**src/rtl/ring_output_arbiter_if.sv**
```systemverilog
// Handshake bundle for one ring-router output port.
// It carries both requester channels, the outgoing link and the buffer status.
interface ring_output_arbiter_if #(
  parameter int DATA_WIDTH = 64
);
  logic                  req0_vld;
  logic [DATA_WIDTH-1:0] req0_data;
  logic                  gnt0;
  logic                  req1_vld;
  logic [DATA_WIDTH-1:0] req1_data;
  logic                  gnt1;
  logic                  out_send;
  logic [DATA_WIDTH-1:0] out_data;
  logic                  out_ready;
  logic                  even_full;
  logic                  odd_full;

  modport master (
    output req0_vld, req0_data, req1_vld, req1_data, out_ready,
    input  gnt0, gnt1, out_send, out_data, even_full, odd_full
  );

  modport slave (
    input  req0_vld, req0_data, req1_vld, req1_data, out_ready,
    output gnt0, gnt1, out_send, out_data, even_full, odd_full
  );
endinterface

```
**src/rtl/ring_output_arbiter.sv**
```systemverilog
// Output-port switch allocator with one single-entry buffer per VC.
// The link reads VC `polarity` while the switch writes VC ~polarity, so the two sides never collide.
module ring_output_arbiter #(
  parameter int DATA_WIDTH = 64,
  parameter int VC_BIT     = 63
) (
  input logic                  clk,
  input logic                  reset,
  input logic                  polarity,
  ring_output_arbiter_if.slave bus
);

  logic [DATA_WIDTH-1:0] r_buf [2];
  logic [1:0]            r_full;
  logic [1:0]            r_rr;

  logic                  w_wvc;
  logic                  w_elig0;
  logic                  w_elig1;
  logic                  w_gnt0;
  logic                  w_gnt1;
  logic                  w_send;
  logic [DATA_WIDTH-1:0] w_wdata;

  always_comb begin
    w_wvc   = ~polarity;
    w_elig0 = bus.req0_vld && (bus.req0_data[VC_BIT] == w_wvc) && !r_full[w_wvc];
    w_elig1 = bus.req1_vld && (bus.req1_data[VC_BIT] == w_wvc) && !r_full[w_wvc];
    // r_rr[v] names the requester that wins a tie on VC v.
    w_gnt0  = !reset && w_elig0 && (!w_elig1 || !r_rr[w_wvc]);
    w_gnt1  = !reset && w_elig1 && (!w_elig0 ||  r_rr[w_wvc]);
    w_wdata = w_gnt1 ? bus.req1_data : bus.req0_data;
    w_send  = !reset && r_full[polarity];
  end

  assign bus.gnt0      = w_gnt0;
  assign bus.gnt1      = w_gnt1;
  assign bus.out_send  = w_send;
  assign bus.out_data  = r_full[polarity] ? r_buf[polarity] : '0;
  assign bus.even_full = r_full[0];
  assign bus.odd_full  = r_full[1];

  always_ff @(posedge clk) begin
    if (reset) begin
      r_full   <= '0;
      r_rr     <= '0;
      r_buf[0] <= '0;
      r_buf[1] <= '0;
    end else begin
      if (w_send && bus.out_ready) begin
        r_full[polarity] <= 1'b0;
      end
      if (w_gnt0 || w_gnt1) begin
        r_buf[w_wvc]  <= w_wdata;
        r_full[w_wvc] <= 1'b1;
        r_rr[w_wvc]   <= w_gnt0;
      end
    end
  end

endmodule

```
**src/flat_wrapper.sv**
```systemverilog
// flat-port wrapper written by rule: the top's interface ports become plain ports
module ring_output_arbiter_flat 
#(
  parameter int DATA_WIDTH = 64,
  parameter int VC_BIT     = 63
)
  (clk, reset, polarity, bus_req0_vld, bus_req0_data, bus_req1_vld, bus_req1_data, bus_out_ready, bus_gnt0, bus_gnt1, bus_out_send, bus_out_data, bus_even_full, bus_odd_full);
  ring_output_arbiter_if #(.DATA_WIDTH(DATA_WIDTH)) bus_i ();
  input logic clk;
  input logic reset;
  input logic polarity;
  input wire logic [$bits(bus_i.req0_vld)-1:0] bus_req0_vld;
  input wire logic [$bits(bus_i.req0_data)-1:0] bus_req0_data;
  input wire logic [$bits(bus_i.req1_vld)-1:0] bus_req1_vld;
  input wire logic [$bits(bus_i.req1_data)-1:0] bus_req1_data;
  input wire logic [$bits(bus_i.out_ready)-1:0] bus_out_ready;
  output wire logic [$bits(bus_i.gnt0)-1:0] bus_gnt0;
  output wire logic [$bits(bus_i.gnt1)-1:0] bus_gnt1;
  output wire logic [$bits(bus_i.out_send)-1:0] bus_out_send;
  output wire logic [$bits(bus_i.out_data)-1:0] bus_out_data;
  output wire logic [$bits(bus_i.even_full)-1:0] bus_even_full;
  output wire logic [$bits(bus_i.odd_full)-1:0] bus_odd_full;
  assign bus_i.req0_vld = bus_req0_vld;
  assign bus_i.req0_data = bus_req0_data;
  assign bus_i.req1_vld = bus_req1_vld;
  assign bus_i.req1_data = bus_req1_data;
  assign bus_i.out_ready = bus_out_ready;
  assign bus_gnt0 = bus_i.gnt0;
  assign bus_gnt1 = bus_i.gnt1;
  assign bus_out_send = bus_i.out_send;
  assign bus_out_data = bus_i.out_data;
  assign bus_even_full = bus_i.even_full;
  assign bus_odd_full = bus_i.odd_full;
  ring_output_arbiter #(.DATA_WIDTH(DATA_WIDTH), .VC_BIT(VC_BIT)) u_core (.clk(clk), .reset(reset), .polarity(polarity), .bus(bus_i));
endmodule
```
**config.mk**
```make
export PLATFORM = sky130hd
export DESIGN_NAME = ring_output_arbiter_flat
export DESIGN_NICKNAME = d
export VERILOG_FILES = /design/src/rtl/ring_output_arbiter_if.sv /design/src/rtl/ring_output_arbiter.sv /design/src/flat_wrapper.sv
export SDC_FILE = /design/constraint.sdc
export NUM_CORES = 1
export LEC_CHECK = 0
export ABC_AREA = 1
export CAP_MARGIN = 20
export CORE_ASPECT_RATIO = 1.2
export CORE_UTILIZATION = 55
export DETAILED_ROUTE_END_ITERATION = 10
export DONT_BUFFER_PORTS = 1
export PLACE_DENSITY = 0.67
export SYNTH_ARGS = -nofsm -noshare
export SYNTH_HDL_FRONTEND = slang
export SYNTH_SLANG_ARGS = --single-unit
```
**constraint.sdc**
```tcl
create_clock -name clk -period 3.8 [get_ports clk]
set_clock_uncertainty 0.15 [all_clocks]
set_input_delay 0.38 -clock clk [delete_from_list [all_inputs] [get_ports clk]]
set_output_delay 0.38 -clock clk [all_outputs]
set_load 0.1 [all_outputs]
```
==> impl_metrics.csv, run 1 <==
group,metric,value,unit
synthesis,synth_top_family_by_area,"simple AND/OR/NAND/NOR gates",
clock_tree,clk_latency,0.42,ns
die,rows,46,
clock_tree,cts_tree,"done",
grt,grt_overflow_total,0,
worst_setup_path,required,3.27,ns
worst_setup_path,arrival,2.26,ns
final_layout,seqCellArea,3924,sq um
synthesis,ys_warn_count,0,
place,portBuffers,0,
timing,min_period,2.786,ns
outcome,status,"finished clean",
routing,drt_first_pass_iters,5,
clock_tree,htreeDepth,4,
routing,drt-vias-per-instance,4.872,
die,io_pins,203,
synthesis,synthCells,996,
run,max-cap-violations,0,
synthesis,ys_ff_latch,132,
worst_hold_path,hold_class,"primary input to flop",
routing,detail_route.wirelength,16.55,mm
worst_setup_path,worst-setup-path-type,"flop to output pin",
final_layout,syn_to_final_growth,14.90,%
worst_setup_path,r2r_slack,1.22,ns
clock_tree,numCtsBuffers,17,
power_and_ir_drop,ir_drop,0.3219,mV
die,core_area,13180,sq um
synthesis,synth-xor-area-share,0,%
final_layout,finalNetCount,1174,
worst_setup_path,end_kind,"output pin",
timing,finalSetupTns,0,ns
worst_hold_path,hold_start,"polarity",
synthesis,synth_fa_ha_area_share,0,%
die,dieArea,13950,sq um
timing,slew_headroom,38.37,%
final_layout,nFillCells,1201,
grt,antenna_found_initial,0,
timing,setup_viol,0,
routing,via_count,5949,
routing,drt_iter0_markers,361,
power_and_ir_drop,power_density,445.2,nW/um^2
worst_setup_path,r2r-end,"u_core.r_buf[1][50]$_SDFFCE_PN0P_",
synthesis,synthSimpleGateAreaFrac,32.66,%
grt,first_global_vias,5369,
grt,grt_first_pass_wirelength,25.78,mm
clock_tree,root_buffer,"clkbuf_16",
die,initial_core_util,56.25,%
final_layout,antennaDiodeCount,0,
timing,finalHoldViolCount,0,
final_layout,layout-drive-gt1-share,11.97,%
timing,final.period_utilization,73.32,%
timing,rsz0062_at_grt,"false",
routing,drc_errors,0,
worst_hold_path,holdPathEnd,"u_core.r_full[0]$_SDFF_PP0_",
power_and_ir_drop,p_leak,0.004823,uW
worst_setup_path,crit_path_max_fanout,41,
worst_setup_path,reg2reg_depth,11,
worst_setup_path,start_kind,"flop",
synthesis,synthMuxAreaShare,0,%
final_layout,final_common_cell,"nand2_1",
power_and_ir_drop,fin_total_pwr,3792,uW
synthesis,netlist_area,7413,sq um
die,die_w,108.0,microns
final_layout,most-common-layout-cells,"nand2_1 (394), inv_1 (195), nor2_1 (129)",
routing,antenna_left,0,
place,hpwlAfterDp,9.468,mm
timing,drv_slew,0,
timing,timing.fmax,0.3589,GHz
routing,wire_per_inst,13.55,microns
die,die_height,129.2,microns
synthesis,synth.distinct_cells,22,
timing,worst_slew_pin_slew,0.9236,ns
grt,grt_usage,24.56,%
synthesis,synth_compound_area_share,0.4557,%
clock_tree,cts_sinks,132,
synthesis,postSynthNetCount,1130,
synthesis,postSynthAreaPerCell,7.443,sq um
final_layout,multi_input_comb_area,2490,sq um
clock_tree,clk_path_buf_depth,2,
clock_tree,clkTransAtPathRegs,0.06,ns
synthesis,seq_area_frac_synth,52.93,%
place,gp_congestion,0.7463,
worst_setup_path,reg2reg_from,"u_core.r_full[1]$_SDFF_PP0_",
grt,grt_max_degree,78,
worst_hold_path,hold_path_depth,2,
## logic make-up after synthesis
kind of cell / Yosys count
and+or+nand+nor: 605
DFF: 132
other: 1
buffers and inverters: 252
AOI/OAI and AO/OA: 6
## per-layer routing
metal  share of wire (%)  wire length, microns  global-route usage, %
met4                 1.5                   242                  8.541
met1                  41                  6844                  28.91
met5                   0                     0                      0
met3                 6.8                  1119                  6.087
met2                  50                  8343                  43.46
## cells in the mapped netlist
library cell	count	area share, %
nor2_2	1	0.084
buf_4	4	0.41
nand3_1	67	4.5
buf_2	32	2.2
edfxtp_1	128	52
buf_6	4	0.61
nand2_1	396	20
clkbuf_1	14	0.71
nor2_8	1	0.27
conb_1	1	0.051
a21oi_1	2	0.14
o21ai_0	3	0.20
o21ai_2	1	0.12
nand3_4	1	0.24
dfxtp_1	4	1.1
nand2_4	1	0.15
inv_1	195	9.9
nor2_1	131	6.6
nand3_2	1	0.14
nor2_4	1	0.15
nand2_2	5	0.42
inv_2	3	0.15
## through the flow
| step | utilization (%) | setup slack (ns) | hold WS [ns] | cell area, sq um | cells |
|---|---|---|---|---|---|
| after floorplan | - | 0.04502 | 0.2926 | 7413 | 996 |
| after global placement | 60.43 | 1.125 | 0.3055 | 7965 | 1188 |
| after detailed placement | 60.43 | 1.110 | 0.3124 | 7965 | 1188 |
| after CTS | 64.63 | 0.9939 | 0.04467 | 8518 | 1221 |
| after global routing | 64.63 | 0.8794 | 0.04570 | 8518 | 1221 |
| final | 64.63 | 1.014 | 0.06453 | 8518 | 1221 |
## worst max-delay path, cell delays in order (launching register included)
cell	delay, ns
dfxtp_1	0.30
buf_4	0.30
inv_1	0.11
nand2_1	0.09
nand2_2	0.11
nand2_2	0.15
nor2_8	0.04
nand2_4	0.36
inv_1	0.16
buf_12	0.20
## layout make-up
cell class	instances	area share, %
sequential	132	46.06
multi-input combinational	612	29.23
inverter	198	8.725
timing repair buffer	79	7.139
clock buffer	18	5.038
tap	168	2.468
clock inverter	14	1.337
## state kept, by name, summed over array words and instances (netlist names)
signal and cells:
u_core.r_rr 2, u_core.r_full 2, u_core.r_buf 128
## timing repair
item / 4_1_cts / 5_1_grt
hold buffers: 1 / 0
gates resized for setup: 0 / 0
buffers inserted: 0 / 0
hold endpoints to repair: 1 / 0
## worst max path at each step
stage,start,endpoint,slack (ns),cells after the start
final,u_core.r_full[1]$_SDFF_PP0_,bus_gnt1,1.01,9
after global routing,u_core.r_full[1]$_SDFF_PP0_,bus_gnt1,0.88,9
after CTS,u_core.r_full[1]$_SDFF_PP0_,bus_gnt1,0.99,9
after detailed placement,polarity,u_core.r_buf[0][47]$_SDFFCE_PN0P_,1.11,9
after global placement,polarity,u_core.r_buf[0][46]$_SDFFCE_PN0P_,1.12,9
after floorplan,u_core.r_full[0]$_SDFF_PP0_,u_core.r_buf[1][0]$_SDFFCE_PN0P_,0.05,9
## power by group
part	total, uW	switching (uW)	internal (uW)	leakage [uW]
Clock	1510	615	891	0.000259
Sequential	1730	23.6	1710	0.00136
Combinational	552	427	125	0.00320
(Power assumes the default switching activity.)
==> run 2: changes to the inputs <==
--- a/config.mk
+++ b/config.mk
@@ -5,13 +5,13 @@
 export SDC_FILE = /design/constraint.sdc
 export NUM_CORES = 1
 export LEC_CHECK = 0
-export ABC_AREA = 1
+export ABC_AREA = 0
 export CAP_MARGIN = 20
 export CORE_ASPECT_RATIO = 1.2
 export CORE_UTILIZATION = 55
 export DETAILED_ROUTE_END_ITERATION = 10
 export DONT_BUFFER_PORTS = 1
-export PLACE_DENSITY = 0.67
+export PLACE_DENSITY = 0.7
 export SYNTH_ARGS = -nofsm -noshare
 export SYNTH_HDL_FRONTEND = slang
 export SYNTH_SLANG_ARGS = --single-unit
==> constraint.sdc (replaced) <==
create_clock -name clk -period 2.55 [get_ports clk]
set_clock_uncertainty 0.15 [all_clocks]
set_input_delay 0.255 -clock clk [delete_from_list [all_inputs] [get_ports clk]]
set_output_delay 0.255 -clock clk [all_outputs]
set_load 0.1 [all_outputs]
==> run 2 against run 1 <==
  * Power increased by 55%
  * Hold slack worse by 0.052 ns
  * Sequential share of layout area is 3.7 points lower
  * Synthesized cell count down 39%
  * Via count down 6.1%
  * First-iteration DRC count up 13%
  * Sequential cell count did not move
  * Highest routed layer unchanged
==> impl_metrics.csv, run 2 <==
group,metric,value,unit
outcome,status,"finished clean",
routing,antenna_left,0,
synthesis,ys_warn_count,0,
routing,drt_first_pass_iters,5,
clock_tree,clk_path_buf_depth,2,
worst_setup_path,arrival,2.03,ns
routing,drt_iter0_markers,408,
timing,rsz0062_at_grt,"false",
die,die_height,122.1,microns
final_layout,finalNetCount,854,
power_and_ir_drop,power_density,633.0,nW/um^2
timing,min_period,2.440,ns
synthesis,synth_common_cells,"a21oi_1 (128), edfxtp_1 (128), nor2_1 (68), mux2i_1 (65), o21ai_0 (65)",
timing,timing.fmax,0.4099,GHz
clock_tree,numCtsBuffers,17,
worst_setup_path,crit_chain,"nor3b_2 > o211a_2 > buf_4 > nor2_2 > buf_12",
clock_tree,clk_latency,0.41,ns
power_and_ir_drop,p_leak,0.003343,uW
synthesis,synth-xor-area-share,0,%
final_layout,largest_register,"u_core.r_buf",
worst_setup_path,critPathSlowestCell,"nor3b_2",
routing,via_count,5585,
synthesis,postSynthAreaPerCell,10.93,sq um
final_layout,syn_to_final_growth,40.16,%
worst_setup_path,worst-setup-path-type,"flop to output pin",
routing,detail_route.wirelength,19.12,mm
final_layout,nFillCells,722,
worst_setup_path,end_kind,"output pin",
final_layout,final_util,79.77,%
timing,drv_slew,0,
worst_hold_path,hold_class,"primary input to flop",
die,die_w,102.1,microns
worst_setup_path,timing.critical_path.buf_inv,2,
clock_tree,root_buffer,"clkbuf_16",
grt,grt_first_pass_wirelength,28.70,mm
synthesis,seq_area_frac_synth,59.33,%
routing,wire_per_inst,21.51,microns
grt,grt_max_degree,75,
final_layout,antennaDiodeCount,0,
clock_tree,cts_tree,"done",
place,gp_congestion,0.7901,
synthesis,synthSimpleGateAreaFrac,10.05,%
final_layout,fin_area,9270,sq um
worst_setup_path,required,2.14,ns
timing,worst_slew_pin_slew,0.7737,ns
power_and_ir_drop,ir_drop,0.4699,mV
synthesis,synth_top_family_by_area,"compound AO/OA/AOI/OAI gates",
synthesis,netlist_area,6614,sq um
synthesis,synthCells,605,
worst_setup_path,crit_path_max_fanout,34,
synthesis,postSynthNetCount,739,
grt,grt_overflow_total,0,
die,initial_core_util,56.91,%
run,max-cap-violations,0,
clock_tree,clkTransAtPathRegs,0.06,ns
clock_tree,cts_sinks,132,
die,core_area,11620,sq um
timing,final.period_utilization,95.68,%
worst_setup_path,cp_slowest_stage_delay,0.37,ns
synthesis,yosysTopAreaCell,"edfxtp_1",
synthesis,synthMuxAreaShare,10.05,%
grt,first_global_vias,5827,
synthesis,synth_ff_type,"edfxtp_1",
place,hpwlAfterDp,10.25,mm
synthesis,synth_fa_ha_area_share,0,%
clock_tree,htreeDepth,4,
place,placed_area,8018,sq um
place,portBuffers,0,
final_layout,most-common-layout-cells,"a21oi_1 (128), edfxtp_1 (128), dlygate4sd3_1 (67)",
synthesis,synth_enable_flop_cells,128,
synthesis,synthTopCellsByArea,"edfxtp_1 (58%), mux2i_1 (9.8%), a21oi_1 (9.7%)",
grt,antenna_found_initial,0,
synthesis,ys_ff_latch,132,
grt,grt_usage,31.08,%
die,rows,43,
final_layout,layout-drive-gt1-share,25.96,%
die,io_pins,203,
worst_setup_path,start_kind,"flop",
die,dieArea,12470,sq um
synthesis,synth.distinct_cells,28,
timing,setup_viol,0,
timing,finalHoldViolCount,0,
final_layout,largest_reg_flops,128,
final_layout,top_regs,"u_core.r_buf (128), u_core.r_full (2), u_core.r_rr (2)",
synthesis,synth_compound_area_share,15.82,%
routing,drc_errors,0,
synthesis,yosysTopAreaCellShare,58.12,%
routing,drt-vias-per-instance,6.282,
synthesis,synth-async-reset-ratio,0,%
worst_setup_path,crit_family,"buffers and inverters",
timing,slew_headroom,48.17,%
run 2: cell types whose count changed after synthesis, moves of 4 or more:
cell	before	now
nand2_1	396	6
a21oi_1	2	128
mux2i_1	0	65
buf_2	32	17
nor2_1	131	68
inv_1	195	4
buf_4	4	8
buf_1	0	10
o21ai_0	3	65
nand2_2	5	0
run 2: repair_timing:
action / CTS / global route
setup endpoints to repair: 0 / 11
endpoints found under the hold margin: 110 / 0
resized for setup: 0 / 1
hold buffers: 67 / 0
buffers inserted: 0 / 2
run 2: metrics by stage:
| stage | worst slack (ns) | cells | hold WS [ns] | TNS, ns | total power, uW |
|---|---|---|---|---|---|
| 2_1_floorplan | -0.2127 | 605 | 0.1667 | -8.145 | 3289 |
| 3_3_place_gp | 0.4033 | 789 | 0.1683 | 0 | 3484 |
| 3_5_place_dp | 0.3550 | 789 | 0.1705 | 0 | 3514 |
| 4_1_cts | 0.01038 | 887 | 0.0005890 | 0 | 5863 |
| 5_1_grt | 0.005328 | 889 | 0.01201 | 0 | 6026 |
| 6_report | 0.1102 | 889 | 0.01303 | 0 | 5868 |
run 2: final timing paths:
check | from | slack [ns] | cells past startpoint | to
worst min register to register | u_core.r_rr[1]$_SDFFE_PP0P_ | 0.37 | 2 | u_core.r_rr[1]$_SDFFE_PP0P_
worst max-delay path | u_core.r_full[1]$_SDFF_PP0_ | 0.11 | 5 | bus_gnt1
worst max register to register | u_core.r_full[1]$_SDFF_PP0_ | 0.13 | 6 | u_core.r_full[1]$_SDFF_PP0_
worst min-delay path | bus_req1_data[56] | 0.01 | 2 | u_core.r_buf[0][56]$_SDFFCE_PN0P_
run 2: area by class of cell:
class / instances / area, sq um / share of cell area, %
flip-flops and latches: 132 / 3926 / 42.35
multi-input cells: 414 / 2739 / 29.55
repair buffers: 151 / 1843 / 19.88
clock buffers: 21 / 440.4 / 4.751
well taps: 157 / 196.4 / 2.119
clock inverters: 10 / 110.1 / 1.188
inverters: 4 / 15.01 / 0.1620
run 2: logic make-up after synthesis:
| family | after synthesis |
|---|---|
| mux | 66 |
| buf+inv | 59 |
| other cells | 1 |
| simple gates | 144 |
| flops | 132 |
| compound gates | 203 |
run 2: per-layer routing:
metal	global-route usage (%)	vias to the layer above	share of wire (%)
met5	0	-	0
met4	15.36	0	2.8
met3	6.885	45	8.6
met2	55.16	331	52
met1	34.80	2712	37
li1	-	2497	-
run 2: power breakdown:
part / switching (uW) / internal [uW]
logic: 658 / 321
registers: 45.6 / 2550
clock network: 867 / 1420
total: 1570 / 4300
